File: src/rtl/tcam_pkg.sv
`default_nettype none
// ---------------------------------------------------------------
// tcam_pkg : shared NID/opcode constants and dispatcher FSM states
// Rev 1.0
// ---------------------------------------------------------------
package tcam_pkg;

  localparam logic [6:0] C_NID_RN1 = 7'b0000001;
  localparam logic [6:0] C_NID_RN2 = 7'b0000010;
  localparam logic [6:0] C_NID_RN3 = 7'b0000100;
  localparam logic [6:0] C_NID_RN4 = 7'b0001000;

  localparam logic [6:0] C_OP_READ_SHARED    = 7'b0000001;
  localparam logic [6:0] C_OP_READ_UNIQUE    = 7'b0000111;
  localparam logic [6:0] C_OP_WRITE_BACK_FULL = 7'b0011011;

  localparam int C_NUM_RN = 4;

  typedef enum logic [1:0] {
    ST_IDLE  = 2'd0,
    ST_ISSUE = 2'd1,
    ST_WAIT  = 2'd2,
    ST_DONE  = 2'd3
  } state_t;

endpackage
`default_nettype wire

File: src/rtl/snoop_channel.sv
`default_nettype none
// ---------------------------------------------------------------
// snoop_channel : per-RN pending/outstanding tracking with issue
//                 and response handshakes
// Rev 1.0
// ---------------------------------------------------------------
module snoop_channel
  import tcam_pkg::*;
(
  input  logic clk,
  input  logic reset,
  input  logic i_load,
  input  logic i_req_bit,
  input  logic i_issue_en,
  input  logic i_rsp_en,
  input  logic i_clear,
  input  logic i_snp_ready,
  input  logic i_rsp_valid,
  input  logic i_rsp_dirty,
  output logic o_snp_valid,
  output logic o_issued,
  output logic o_dirty_hit,
  output logic o_pending_nxt,
  output logic o_outstanding_nxt
);

  logic pending_q, pending_d;
  logic outstanding_q, outstanding_d;
  logic w_hs;
  logic w_rsp_hit;

  // The *_nxt outputs exclude the clear so the parent can derive the
  // timeout abort from them without a combinational loop.
  always_comb begin
    w_hs              = i_issue_en & pending_q & i_snp_ready;
    w_rsp_hit         = i_rsp_en & outstanding_q & i_rsp_valid;
    o_pending_nxt     = pending_q & ~w_hs;
    o_outstanding_nxt = (outstanding_q & ~w_rsp_hit) | w_hs;
    pending_d         = o_pending_nxt;
    outstanding_d     = o_outstanding_nxt;
    if (i_clear) begin
      pending_d     = 1'b0;
      outstanding_d = 1'b0;
    end else if (i_load) begin
      pending_d     = i_req_bit;
      outstanding_d = 1'b0;
    end
  end

  always_ff @(posedge clk or negedge reset) begin
    if (!reset) begin
      pending_q     <= 1'b0;
      outstanding_q <= 1'b0;
    end else begin
      pending_q     <= pending_d;
      outstanding_q <= outstanding_d;
    end
  end

  assign o_snp_valid = i_issue_en & pending_q;
  assign o_issued    = w_hs;
  assign o_dirty_hit = w_rsp_hit & i_rsp_dirty;

endmodule
`default_nettype wire

File: src/rtl/snoop_dispatch.sv
`default_nettype none
// ---------------------------------------------------------------
// snoop_dispatch : fans a filtered request out as per-RN snoops,
//                  collects responses and reports completion
// Rev 1.0
// ---------------------------------------------------------------
module snoop_dispatch
  import tcam_pkg::*;
#(
  parameter int WIDTH   = 33,
  parameter int TIMEOUT = 255
) (
  input  logic             clk,
  input  logic             reset,
  input  logic             req_valid,
  output logic             req_ready,
  input  logic [WIDTH-1:0] req_tag,
  input  logic [6:0]       req_opcode,
  input  logic [6:0]       req_nid,
  input  logic [3:0]       req_flag,
  output logic [3:0]       snp_valid,
  input  logic [3:0]       snp_ready,
  output logic [WIDTH-1:0] snp_tag,
  output logic             snp_type,
  input  logic [3:0]       rsp_valid,
  input  logic [3:0]       rsp_dirty,
  output logic             done_valid,
  input  logic             done_ready,
  output logic [6:0]       done_nid,
  output logic [WIDTH-1:0] done_tag,
  output logic [3:0]       done_snooped,
  output logic             done_dirty,
  output logic             done_timeout
);

  localparam int C_TW = $clog2(TIMEOUT + 1);

  state_t           state_q, state_d;
  logic [WIDTH-1:0] tag_q, tag_d;
  logic [6:0]       nid_q, nid_d;
  logic             snp_type_q, snp_type_d;
  logic [C_TW-1:0]  timer_q, timer_d;
  logic [3:0]       snooped_q, snooped_d;
  logic             dirty_q, dirty_d;
  logic             timeout_q, timeout_d;

  logic             w_accept;
  logic             w_skip;
  logic [3:0]       w_load_bits;
  logic             w_active;
  logic             w_issue_en;
  logic [3:0]       w_issued;
  logic [3:0]       w_dirty_hit;
  logic [3:0]       w_pend_nxt;
  logic [3:0]       w_outs_nxt;
  logic             w_all_done;
  logic             w_timeout;

  assign w_accept    = req_valid & (state_q == ST_IDLE);
  assign w_skip      = ((req_flag & ~req_nid[3:0]) == 4'b0000) ||
                       (req_opcode == C_OP_WRITE_BACK_FULL);
  // Write-backs never snoop, so nothing is loaded into the channels.
  assign w_load_bits = w_skip ? 4'b0000 : (req_flag & ~req_nid[3:0]);
  assign w_active    = (state_q == ST_ISSUE) || (state_q == ST_WAIT);
  assign w_issue_en  = (state_q == ST_ISSUE);
  assign w_all_done  = (w_pend_nxt == 4'b0000) && (w_outs_nxt == 4'b0000);
  assign w_timeout   = w_active && (timer_q == C_TW'(TIMEOUT - 1)) && !w_all_done;

  generate
    for (genvar i = 0; i < C_NUM_RN; i++) begin : g_rn
      snoop_channel u_chan (
        .clk               (clk),
        .reset             (reset),
        .i_load            (w_accept),
        .i_req_bit         (w_load_bits[i]),
        .i_issue_en        (w_issue_en),
        .i_rsp_en          (w_active),
        .i_clear           (w_timeout),
        .i_snp_ready       (snp_ready[i]),
        .i_rsp_valid       (rsp_valid[i]),
        .i_rsp_dirty       (rsp_dirty[i]),
        .o_snp_valid       (snp_valid[i]),
        .o_issued          (w_issued[i]),
        .o_dirty_hit       (w_dirty_hit[i]),
        .o_pending_nxt     (w_pend_nxt[i]),
        .o_outstanding_nxt (w_outs_nxt[i])
      );
    end
  endgenerate

  always_comb begin
    state_d    = state_q;
    tag_d      = tag_q;
    nid_d      = nid_q;
    snp_type_d = snp_type_q;
    timer_d    = timer_q;
    snooped_d  = snooped_q;
    dirty_d    = dirty_q;
    timeout_d  = timeout_q;
    case (state_q)
      ST_IDLE: begin
        if (req_valid) begin
          tag_d      = req_tag;
          nid_d      = req_nid;
          snp_type_d = (req_opcode == C_OP_READ_UNIQUE);
          timer_d    = '0;
          snooped_d  = 4'b0000;
          dirty_d    = 1'b0;
          timeout_d  = 1'b0;
          state_d    = w_skip ? ST_DONE : ST_ISSUE;
        end
      end
      ST_ISSUE, ST_WAIT: begin
        timer_d   = timer_q + C_TW'(1);
        snooped_d = snooped_q | w_issued;
        dirty_d   = dirty_q | (|w_dirty_hit);
        // Completion takes priority over a coincident timeout.
        if (w_all_done) begin
          state_d = ST_DONE;
        end else if (w_timeout) begin
          state_d   = ST_DONE;
          timeout_d = 1'b1;
        end else if ((state_q == ST_ISSUE) && (w_pend_nxt == 4'b0000)) begin
          state_d = ST_WAIT;
        end
      end
      ST_DONE: begin
        if (done_ready) state_d = ST_IDLE;
      end
      default: state_d = ST_IDLE;
    endcase
  end

  always_ff @(posedge clk or negedge reset) begin
    if (!reset) begin
      state_q    <= ST_IDLE;
      tag_q      <= '0;
      nid_q      <= '0;
      snp_type_q <= 1'b0;
      timer_q    <= '0;
      snooped_q  <= 4'b0000;
      dirty_q    <= 1'b0;
      timeout_q  <= 1'b0;
    end else begin
      state_q    <= state_d;
      tag_q      <= tag_d;
      nid_q      <= nid_d;
      snp_type_q <= snp_type_d;
      timer_q    <= timer_d;
      snooped_q  <= snooped_d;
      dirty_q    <= dirty_d;
      timeout_q  <= timeout_d;
    end
  end

  assign req_ready    = (state_q == ST_IDLE);
  assign snp_tag      = tag_q;
  assign snp_type     = snp_type_q;
  assign done_valid   = (state_q == ST_DONE);
  assign done_nid     = nid_q;
  assign done_tag     = tag_q;
  assign done_snooped = snooped_q;
  assign done_dirty   = dirty_q;
  assign done_timeout = timeout_q;

endmodule
`default_nettype wire

File: config.mk
export PLATFORM = sky130hd
export DESIGN_NAME = snoop_dispatch
export DESIGN_NICKNAME = d
export VERILOG_FILES = /design/src/rtl/tcam_pkg.sv /design/src/rtl/snoop_channel.sv /design/src/rtl/snoop_dispatch.sv
export SDC_FILE = /design/constraint.sdc
export NUM_CORES = 1
export LEC_CHECK = 0
export ABC_AREA = 1
export BUFFER_PORTS_ARGS = -buffer_cell sky130_fd_sc_hd__buf_2
export CORE_MARGIN = 10
export CORE_UTILIZATION = 47
export CTS_CLUSTER_DIAMETER = 120
export DETAILED_ROUTE_END_ITERATION = 6
export GPL_ROUTABILITY_DRIVEN = 0
export PLACE_DENSITY_LB_ADDON = 0.08
export SLEW_MARGIN = 30
export SYNTH_ARGS = -nofsm -noshare
export SYNTH_HDL_FRONTEND = slang
export SYNTH_SLANG_ARGS = --single-unit
File: constraint.sdc
create_clock -name clk -period 1.9 [get_ports clk]
set_input_delay 0.475 -clock clk [delete_from_list [all_inputs] [get_ports clk]]
set_output_delay 0.475 -clock clk [all_outputs]
set_load 0.01 [all_outputs]
Word-level counts from Yosys, hierarchy flattened:

Index checks and enable logic that the tools add are counted.

* register bits after elaboration: 65
* input bits: 67
* output and inout port bits: 86
* word-level logic and storage cells: 124

* add/subtract/negate cells: 1
* equality and inequality tests: 11
* multiplexer cells: 33
* bitwise operators: 45
* reduce and logical (&&, ||, !) cells: 18

Operators by type and width (count)
* bitwise AND 1 bit: 29
* 2-to-1 mux 1 bit: 19
* one-hot mux 8 bit (2 select lines): 1
* logical NOT 4 bit: 3
* 2-to-1 mux 2 bit: 6
* adder 8 x 1 -> 8 bit (second input constant): 1
* == test 8 bit (second input constant): 1
* 2-to-1 mux 4 bit: 2
* 2-to-1 mux 8 bit: 1
* NOT 1 bit: 8
* one-hot mux 4 bit (2 select lines): 1
* == test 7 x 3 -> 1 bit (second input constant): 1
* == test 7 x 5 -> 1 bit (second input constant): 1
* one-hot mux 2 bit (3 select lines): 1
* bitwise OR 1 bit: 5
* bitwise AND 4 bit: 1
* == test 2 bit (second input constant): 2
* logical AND 1 bit: 4
* != test 2 x 1 -> 1 bit (second input constant): 2
* != test 2 bit (second input constant): 2
* != test 4 x 3 -> 1 bit (second input constant): 1
* NOT 4 bit: 1
* bitwise OR 4 bit: 1
* one-hot mux 1 bit (2 select lines): 2
* other kinds (10): 12

Logic depth before layout (Yosys ltp):

* depth in word-level cells: 14
* gate-level depth with buffers: 13
* gate-level depth less buffers: 13

Modules after synthesis:

Synthesis repeated with hierarchy kept, for this count alone.

* cells, all modules: 449
* area, all modules: 3517.1 µm²

Modules (own cells, without submodules)
* snoop_dispatch: instances 1, cells an instance 361, area each 2906.5 µm², sequential area each 1426.4 µm²
* snoop_channel: instances 4, cells an instance 22, area each 152.6 µm², sequential area each 50.0 µm²

Worst setup path after synthesis:

Ideal clock, no wire load.

* path kind: flip-flop to flip-flop
* from: register state_q[0]
* to: register timer_q[7]
* library setup time: 0.125 ns
* arrival: 1.539 ns
* data required time: 1.775 ns
* path slack: 0.236 ns
* stages on the path, launching flop included: 11
* path buffers: 0
* period minus slack after synthesis: 1.664 ns
* cells stage by stage: dfrtp_1 inv_1 ha_1 nand2_1 o21ai_2 nand2_1 nor2_1 inv_1 nor2_1 nand3_1 nor3b_1

* elaborated cells between the ends (all ways): 8
* classes of those cells: eq/ne (3); mux (1); reduce/logical (4)

RTL lines
* from (decl): line snoop_dispatch.sv:38 `state_t state_q, state_d;`
* from (signal assigned): line snoop_dispatch.sv:145 `state_q <= state_d;`
* logical NOT 2 bit (*)
* net req_ready: line snoop_dispatch.sv:16 `output logic req_ready,`
* != test 2 bit (no source line) / nonzero test 2 bit (equally long branches)
* AND reduction 2 bit (no source line)
* to (signal assigned): line snoop_dispatch.sv:149 `timer_q <= timer_d;`
* to (decl): line snoop_dispatch.sv:42 `logic [C_TW-1:0] timer_q, timer_d;`

The timed path passes the listed nets; every way through them passes the cells marked *.
A chain may end at the register's enable or synchronous reset.

Worst setup path in the final report:

* from: register state_q[1]
* to: output port snp_valid[0]

* word-level cells in the longest chain between the ends: 2

RTL lines
* == test 2 x 1 -> 1 bit: line snoop_dispatch.sv:65 `assign w_issue_en = (state_q == ST_ISSUE);`
* bitwise AND 1 bit: line snoop_channel.sv:60 `assign o_snp_valid = i_issue_en & pending_q;`
* to (decl): line snoop_dispatch.sv:21 `output logic [3:0] snp_valid,`

Every way passes these cells.

==> qor.yml <==
timing:
  setup_tns_ps: 0
  tightest_slew_ps: 370
  setup_viol: 0
  clock_skew_ps: 5.63
  slew_headroom_pct: 75.0
  clock.fmax_mhz: 538
  drv_slew: 0
  hold_viol: 0
  period_share_pct: 97.8
  holdWs_ps: 121
  period_needed_ps: 1860
  rsz0062_at_grt: "true"
outcome:
  status: "completed"
routing:
  first_pass_iters: 4
  routed_wirelength_mm: 8.86
  drc_errors: 0
  drt_iter0_drc: 74
  vias_per_cell: 4.72
  wire_per_inst_um: 14.5
  antenna_left: 0
  num_vias: 2889
floorplan:
  pin_count: 153
  initial_utilization_pct: 48.3
  dieWidth_um: 103
  dieArea_um2: 10700
  core_um2: 6760
  std_cell_rows: 30
  die_h_um: 103
finish:
  n_antenna_cell: 0
  nets: 600
  syn2layout_area_growth_pct: 28.8
  n_fill_cell: 633
  layout-drive-gt1-share_pct: 40.0
  fin_util_pct: 62.2
  final_area_um2: 4200
synth:
  yosys-top-cells-area: "dfrtp_1 50%, nand2_1 18%, buf_4 9.0%"
  synth_most_common_cell: "nand2_1"
  synth_area_um2: 3260
  yosysTopAreaCell: "dfrtp_1"
  avgSynthCellArea_um2: 8.18
  synth-edff-count: 0
  synthFlopType: "dfrtp_1"
  yosys_warnings: 0
  synth-async-reset-ratio_pct: 100
  synth.top_cell.area_share_pct: 49.9
  ys_ff_latch: 65
  synth_commonest_cells: "159 x nand2_1, 65 x dfrtp_1, 39 x buf_4"
  ys_seq_area_share_pct: 49.9
  netlist_instances: 399
  ys_types: 33
  syn_nets: 472
worst_setup_path:
  rrSetupSlack_ps: 110
  crit_type: "reg -> out"
  start_kind: "flip-flop"
  worstReg2RegEnd: "state_q[0]"
  cp-end-kind: "output pin"
  regToRegStartpoint: "state_q[0]"
  critPathMaxFanout: 5
  cp.arrival_ps: 1380
  required_ps: 1420
  reg2reg_depth: 11
pwr:
  p_switching_w: 0.00309
  swShare_pct: 42.6
  p_per_area_nw_per_um2: 1720
  p_clk_share_pct: 16.7
  total_power_w: 0.00724
  p_int_w: 0.00415
  leakagePower_nw: 2.45
  vdd_ir_drop_max_v: 0.00103
  pwr-share-comb_pct: 50.0
  pwr-share-seq_pct: 33.4
global_route:
  grt_first_pass_wirelength_mm: 13.4
  grt_max_degree: 66
  antenna_found_initial: 0
  overflow: 0
  grt_pass1_vias: 2822
  grt.total_usage_pct: 15.9
clock_network:
  hold_buffers: 0
  cts.clk_slew.worst_paths_ps: 70
  clockBufferDepth: 2
  h-tree-depth: 3
  numCtsBuffers: 9
  cts_root_buffer: "clkbuf_8"
  clock_sinks: 65
  clkLatencyLatePin_ps: 340
  tritoncts: "built"
placed_design:
  dpl_cell_area_um2: 3860
  dp_hpwl_mm: 6.77
  io_buffers: 152
min_path:
  hold_class: "in -> async"
flow_run:
  max_cap_viol_count: 0
## layout by cell type (no fill, tap or decap), types with 3 or more instances in the layout
cell	count
buf_6	4
nor3b_1	3
inv_2	6
dfrtp_1	64
a21oi_1	13
nand3_1	10
o21ai_0	13
nand4_1	5
nand2_1	154
ha_1	3
nand2_2	4
inv_1	23
clkinv_2	3
nor2_1	16
clkbuf_8	11
buf_4	12
nor2_2	6
a31oi_1	5
buf_2	149
## critical path: stages (launching register included)
cell and delay [ps]:
dfrtp_1 400, inv_2 120, ha_4 180, buf_4 110
nand2_1 40, inv_1 90, buf_6 110
## metrics by stage
stage          setup WS, ps  cells
6_report               42.7    612
5_1_grt               -37.9    612
4_1_cts                1.33    608
3_5_place_dp          -34.3    590
3_3_place_gp           12.7    590
2_1_floorplan           236    399
## power groups by stage
| stage | combinational, W | sequential (W) | clock [W] |
|---|---|---|---|
| after global routing | 0.00405 | 0.00251 | 0.00130 |
| after detailed placement | 0.00339 | 0.00242 | 0 |
| after global placement | 0.00334 | 0.00240 | 0 |
| final | 0.00362 | 0.00241 | 0.00121 |
| after CTS | 0.00348 | 0.00241 | 0.00123 |
| after floorplan | 0.00228 | 0.00259 | 0 |
## cell type report
class / instances / area [µm²] / area share, %
clock inverters: 5 / 53.8 / 1.28
multi-input cells: 254 / 1240 / 29.5
repair buffers: 167 / 916 / 21.8
well taps: 80 / 100 / 2.38
inverters: 30 / 113 / 2.68
clock buffers: 11 / 151 / 3.60
flip-flops and latches: 65 / 1630 / 38.8
## metal layers
metal  vias to the layer above  routed length (µm)  GRT usage [%]
li1                       1469                   -              -
met1                      1312                3720           19.4
met2                       100                4260           25.2
met3                         8                 762           5.91
met4                         0                 123           6.10
met5                         -                   0              0
## flip-flops by register name, indices dropped and copies added, names as in the netlist
name                       cells
done_dirty                     1
done_nid                       7
done_snooped                   4
done_tag                      33
done_timeout                   1
g_rn.u_chan.outstanding_q      4
g_rn.u_chan.pending_q          4
snp_type                       1
state_q                        2
timer_q                        8
## cells by family after synthesis
family                   Yosys count  synth area share [%]
AO/OA/AOI/OAI                     42                  7.63
adder cells (fa/ha/maj)            6                  2.30
buffers and inverters             80                  14.0
flip-flops                        65                  49.9
AND/OR/NAND/NOR                  206                  26.2
## worst max path at each step
stage                     from      endpoint  slack, ps  cells after the start
floorplan           state_q[0]    timer_q[7]        240                     10
global placement    state_q[1]    state_q[0]         10                     11
detailed placement  state_q[1]    state_q[0]        -30                     11
CTS                 state_q[1]  snp_valid[2]          1                      6
global route        state_q[1]  snp_valid[0]        -40                      6
finish              state_q[1]  snp_valid[0]         40                      6
## what timing repair did
action                                  4_1_cts  5_1_grt
endpoints found under the setup margin       10       18
hold endpoints to repair                      0        0
gates cloned                                  0        0
resized for setup                             5       25
setup buffers                                 2        4
pin swaps                                     0        4
(Power assumes the default switching activity.)
